File: src/rtl/uart_tx_arbiter.sv
// uart_tx_arbiter: packet-locked round-robin sharing of one uart_tx; valid->ready 1 clk, ready->tx_start 1 clk;
// sources stall on req_ready, tx paced by tx_done_tick, gap timeout aborts. UART_TX_ARB_CHKSUM_EN adds checksum byte.
module uart_tx_arbiter #(
   parameter int          N_REQ       = 4,
   parameter logic [15:0] GAP_TIMEOUT = 16'd50000,
   localparam int         GW          = $clog2(N_REQ)
) (
   input  logic               clk,
   input  logic               rst,
   input  logic [N_REQ-1:0]   req_valid,
   input  logic [8*N_REQ-1:0] req_data,
   input  logic [N_REQ-1:0]   req_last,
   output logic [N_REQ-1:0]   req_ready,
   output logic               tx_start,
   output logic [7:0]         tx_din,
   input  logic               tx_done_tick,
   output logic               busy,
   output logic [GW-1:0]      grant_id,
   output logic               pkt_done,
   output logic               err_abort
);

   typedef enum logic [2:0] {
      S_IDLE,
      S_SEND,
      S_WAIT
`ifdef UART_TX_ARB_CHKSUM_EN
      ,
      S_CHK,
      S_WAIT_CHK
`endif
   } state_t;

   localparam logic [GW:0]   NREQ_W  = (GW+1)'(N_REQ);
   localparam logic [GW-1:0] RR_INIT = GW'(N_REQ - 1);

   state_t          state, state_n;
   logic [7:0]      tx_din_n;
   logic            last_f, last_n;
   logic [GW-1:0]   grant_n;
   logic [GW-1:0]   rr_ptr, rr_n;
   logic [15:0]     gap_cnt, gap_n;
   logic            start_n, done_n, abort_n;
   logic [7:0]      src_byte [N_REQ];
   logic            arb_hit;
   logic [GW-1:0]   arb_id;
   logic [GW:0]     arb_idx;
`ifdef UART_TX_ARB_CHKSUM_EN
   logic [7:0]      sum, sum_n;
`endif

   always_comb begin
      for (int i = 0; i < N_REQ; i++) src_byte[i] = req_data[8*i +: 8];
   end

   // Search starts just after the last completed grant, so a source is only re-granted when nobody else waits.
   always_comb begin
      arb_hit = 1'b0;
      arb_id  = '0;
      arb_idx = '0;
      for (int k = 1; k <= N_REQ; k++) begin
         arb_idx = {1'b0, rr_ptr} + (GW+1)'(k);
         if (arb_idx >= NREQ_W) arb_idx = arb_idx - NREQ_W;
         if (!arb_hit && req_valid[arb_idx[GW-1:0]]) begin
            arb_hit = 1'b1;
            arb_id  = arb_idx[GW-1:0];
         end
      end
   end

   always_comb begin
      state_n   = state;
      tx_din_n  = tx_din;
      last_n    = last_f;
      grant_n   = grant_id;
      rr_n      = rr_ptr;
      gap_n     = gap_cnt;
      start_n   = 1'b0;
      done_n    = 1'b0;
      abort_n   = 1'b0;
      req_ready = '0;
`ifdef UART_TX_ARB_CHKSUM_EN
      sum_n     = sum;
`endif
      case (state)
         S_IDLE: begin
            gap_n = '0;
`ifdef UART_TX_ARB_CHKSUM_EN
            sum_n = '0;
`endif
            if (arb_hit) begin
               grant_n = arb_id;
               state_n = S_SEND;
            end
         end
         S_SEND: begin
            req_ready[grant_id] = 1'b1;
            if (req_valid[grant_id]) begin
               tx_din_n = src_byte[grant_id];
               last_n   = req_last[grant_id];
               start_n  = 1'b1;
               gap_n    = '0;
`ifdef UART_TX_ARB_CHKSUM_EN
               sum_n    = sum + src_byte[grant_id];
`endif
               state_n  = S_WAIT;
            end else if (GAP_TIMEOUT != 16'd0) begin
               if (gap_cnt == GAP_TIMEOUT - 16'd1) begin
                  abort_n = 1'b1;
                  rr_n    = grant_id;
                  state_n = S_IDLE;
               end else begin
                  gap_n = gap_cnt + 16'd1;
               end
            end
         end
         S_WAIT: begin
            if (tx_done_tick) begin
               if (!last_f) begin
                  state_n = S_SEND;
               end else begin
`ifdef UART_TX_ARB_CHKSUM_EN
                  state_n = S_CHK;
`else
                  done_n  = 1'b1;
                  rr_n    = grant_id;
                  state_n = S_IDLE;
`endif
               end
            end
         end
`ifdef UART_TX_ARB_CHKSUM_EN
         S_CHK: begin
            tx_din_n = ~sum + 8'd1;
            start_n  = 1'b1;
            state_n  = S_WAIT_CHK;
         end
         S_WAIT_CHK: begin
            if (tx_done_tick) begin
               done_n  = 1'b1;
               rr_n    = grant_id;
               state_n = S_IDLE;
            end
         end
`endif
         default: state_n = S_IDLE;
      endcase
   end

   always_ff @(posedge clk) begin
      if (rst) begin
         state     <= S_IDLE;
         tx_din    <= '0;
         last_f    <= 1'b0;
         grant_id  <= '0;
         rr_ptr    <= RR_INIT;
         gap_cnt   <= '0;
         tx_start  <= 1'b0;
         pkt_done  <= 1'b0;
         err_abort <= 1'b0;
`ifdef UART_TX_ARB_CHKSUM_EN
         sum       <= '0;
`endif
      end else begin
         state     <= state_n;
         tx_din    <= tx_din_n;
         last_f    <= last_n;
         grant_id  <= grant_n;
         rr_ptr    <= rr_n;
         gap_cnt   <= gap_n;
         tx_start  <= start_n;
         pkt_done  <= done_n;
         err_abort <= abort_n;
`ifdef UART_TX_ARB_CHKSUM_EN
         sum       <= sum_n;
`endif
      end
   end

   assign busy = (state != S_IDLE);

endmodule

File: config.mk
export PLATFORM = sky130hd
export DESIGN_NAME = uart_tx_arbiter
export DESIGN_NICKNAME = d
export VERILOG_FILES = /design/src/rtl/uart_tx_arbiter.sv
export SDC_FILE = /design/constraint.sdc
export NUM_CORES = 1
export LEC_CHECK = 0
export CORE_MARGIN = 8
export CORE_UTILIZATION = 46
export DETAILED_ROUTE_END_ITERATION = 7
export PLACE_DENSITY = 0.9
export SLEW_MARGIN = 20
export SYNTH_ARGS = -nofsm -noshare
export SYNTH_HDL_FRONTEND = slang
export SYNTH_SLANG_ARGS = --single-unit
File: constraint.sdc
create_clock -name clk -period 2.19 [get_ports clk]
set_input_delay 0.438 -clock clk [delete_from_list [all_inputs] [get_ports clk]]
set_output_delay 0.438 -clock clk [all_outputs]
set_load 0.005 [all_outputs]
==> qor.txt <==
category of the worst setup path launch point = register
count of antenna diodes in the layout = 0
library cells used by synthesis = 43
height of the die = 80.0 um
Initial DRT Pass Iterations = 4
CTS hold repair buffers = 0
WL final = 5790 um
slowest stage delay, CP = 0.55 ns
Critical-path top delay cell = clkdlybuf4s50_1
maximum clock skew at final layout = 0.0101 ns
Nets = 325
top cells by area in the synthesized netlist = dfxtp_1 36%, mux4_2 12%, nand2_1 6.2%, a21oi_1 5.8%, nor2_1 3.8%
core area = 3970 um^2
Netlist Area Pre-Place = 1890 um^2
final cycle utilization of the critical path = 0.961
final critical path time including I/O delays and setup = 2.11 ns
Sw Pwr = 423 uW
crit end category = output port
cell area after placement = 2610 um^2
final setup violation count = 0
most congested layer reported by global routing = met2
final RePlAce weighted congestion = 0.748
IO Pins = 61
via count of the first global-routing pass = 1914
sequential power share = 0.380
pin slew with the least headroom to its limit = 0.571 ns
maximum number of buffers from clock root to sink = 2
# fillers = 304
global routing usage on met3 = 0.0439
DP Worst Slack = 0.140 ns
maximum number of pins on one net before global-route repair = 21
setup tns final = 0 ns
GR Layer Usage met2 = 0.339
number of enable-type register cells in the synthesized netlist = 0
mean number of vias per cell = 5.66
Comb pwr share = 0.214
WS Path Type = register to output port
Overflow after GRT = 0
Chip Width = 80.0 um
total non-filler cell area in the finished layout = 2760 um^2
count of vias placed by the detailed router = 1879
worst min path class = register to register
sequential area share after synthesis = 0.361
outcome = finished clean
final core area utilization = 0.694
internal reg-to-reg setup slack = 0.20 ns
remaining routing DRC violations = 0
layout cells sized above 1 = 0.145
root buf cell = clkbuf_8
wire length of the first global-routing pass = 9190 um
area share of the largest cell type after synthesis = 0.361
hold_ws = 0.460 ns
Clk Latency, worst-skew pair = 0.30 ns
worst-path fanout max = 8
number of logic stages on the critical path including buffering = 3
number of clock buffers inserted by TritonCTS = 5
maximum VDD drop = 0.000553 V
unrepaired setup endpoints after global routing = no
max-cap violations = 0
Setup Buffers After CTS = 0
cell type with the highest aggregate area in the netlist = dfxtp_1
cell family contributing the most delay on the critical path = buffers and inverters
max_slew headroom = 0.618
fraction of synthesis flops using an asynchronous set or reset pin = 0
count of cells along the worst register-to-register path = 4
number of buffers and inverters on the critical path = 1
TritonCTS clock tree = done
Detail Route Antenna Nets = 0
FMAX = 0.475 GHz
dominant synthesized flop cell = dfxtp_1
CTS HTree Levels = 2
detail-routed net length per standard cell = 17.4 um
count of clock tree sinks = 34
count of mapped cells out of synthesis = 213
critical path cell sequence = nand2_1 -> nor2_1 -> clkdlybuf4s50_1
grt met1 use = 0.188
placement row count = 23
#FFs+latches synth = 34
power density over the cells = 646 nW/um^2
CP required = 1.75 ns
placed wire-length estimate after detailed placement = 4300 um
Syn Nets = 257
Avg Inst Size Synth = 8.85 um^2
max-slew violation count = 0
initial detailed-routing violation count = 133
number of warnings printed during yosys synthesis = 0
switching share of power = 0.238
# port buffers = 60
commonest cells in the netlist = 34 x dfxtp_1, 31 x nand2_1, 22 x a21oi_1, 19 x nor2_1, 10 x mux4_2
antenna violations before repair = 0
initial cell density of the core = 0.475
depth of the worst hold-timing path = 2
number of endpoints with negative hold slack in the final report = 0
die area = 6400 um^2
Pleak = 0.000978 uW
arrival time of the worst setup path = 1.67 ns
clock edge transition at the registers on the reported setup and hold paths = 0.07 ns
most used standard cell by instance count after synthesis = dfxtp_1
GRT Total Usage = 0.185
area growth from synthesis to layout = 46.1%
internal cell power = 1360 uW
clock network power share = 0.406
setup ws final = 0.0849 ns
## area by class of cell
class | count | area (um^2) | share of cell area
inverter | 7 | 26.3 | 0.00954
tap | 50 | 62.6 | 0.0227
clock inverter | 2 | 60.1 | 0.0218
clock buffer | 6 | 82.6 | 0.0300
sequential | 34 | 686 | 0.249
multi-input combinational | 161 | 1130 | 0.412
timing repair buffer | 72 | 703 | 0.255
## flip-flops by register name, summed over array words and instances, names as in the netlist
name and count:
tx_din 8, grant_id 2, tx_start 1, state 2, pkt_done 1, rr_ptr 2
last_f 1, gap_cnt 16, err_abort 1
## repair_timing
item	4_1_cts	5_1_grt
hold endpoints to repair	0	0
resized for setup	1	3
endpoints found under the setup margin	2	2
## cells in the final DEF (no fill, tap or decap), types with 2 or more instances in the layout
cell | synthesis | final
buf_4 | 0 | 11
nor3b_1 | 2 | 2
nor4_1 | 5 | 5
clkbuf_8 | 0 | 6
clkdlybuf4s50_1 | 0 | 60
bufinv_16 | 0 | 2
nand4_1 | 2 | 2
nor2_1 | 19 | 19
or2_2 | 2 | 2
nand2b_1 | 4 | 4
dfxtp_1 | 34 | 32
o21ai_0 | 5 | 5
inv_1 | 7 | 7
nor3_1 | 4 | 4
o21ai_1 | 3 | 3
nand2_1 | 31 | 31
a21oi_1 | 22 | 22
xnor2_1 | 8 | 8
or3_1 | 6 | 6
nand3_1 | 6 | 6
mux2i_1 | 6 | 6
nand3b_1 | 2 | 2
mux4_2 | 10 | 10
a2111o_1 | 3 | 3
## worst paths after layout
path | from | endpoint
hold reg to reg | tx_din[6] | tx_din[6]
setup reg to reg | gap_cnt[10] | gap_cnt[2]
setup / recovery | grant_id[1] | req_ready[2]
hold / removal | tx_din[6] | tx_din[6]
## through the flow
step                total power (uW)  instances
floorplan                        866        213
global placement                1050        324
detailed placement              1060        324
CTS                             1790        332
global route                    1850        332
finish                          1780        332
## power by group through the flow
stage | registers (uW) | logic [uW] | clock network, uW
detailed placement | 686 | 375 | 0
global placement | 684 | 366 | 0
finish | 676 | 381 | 722
floorplan | 674 | 192 | 0
global route | 679 | 406 | 764
CTS | 673 | 380 | 735
## layer usage
layer,share of wire,vias up
met2,0.54,69
li1,-,907
met5,0,-
met1,0.36,886
met4,0.039,0
met3,0.054,17
## tightest hold or removal path, stage by stage (launching register included)
cell	delay, ns
dfxtp_1	0.31
nand2_1	0.05
a21oi_1	0.05
## logic make-up after synthesis
group | after synthesis | synth area share
AO/OA/AOI/OAI | 42 | 0.147
AND/OR/NAND/NOR | 94 | 0.259
flip-flops | 34 | 0.361
XOR/XNOR | 8 | 0.0372
multiplexers | 16 | 0.151
buffers and inverters | 18 | 0.0385
adder cells (fa/ha/maj) | 1 | 0.00663
Note: power is estimated with default switching activity, not from simulation.
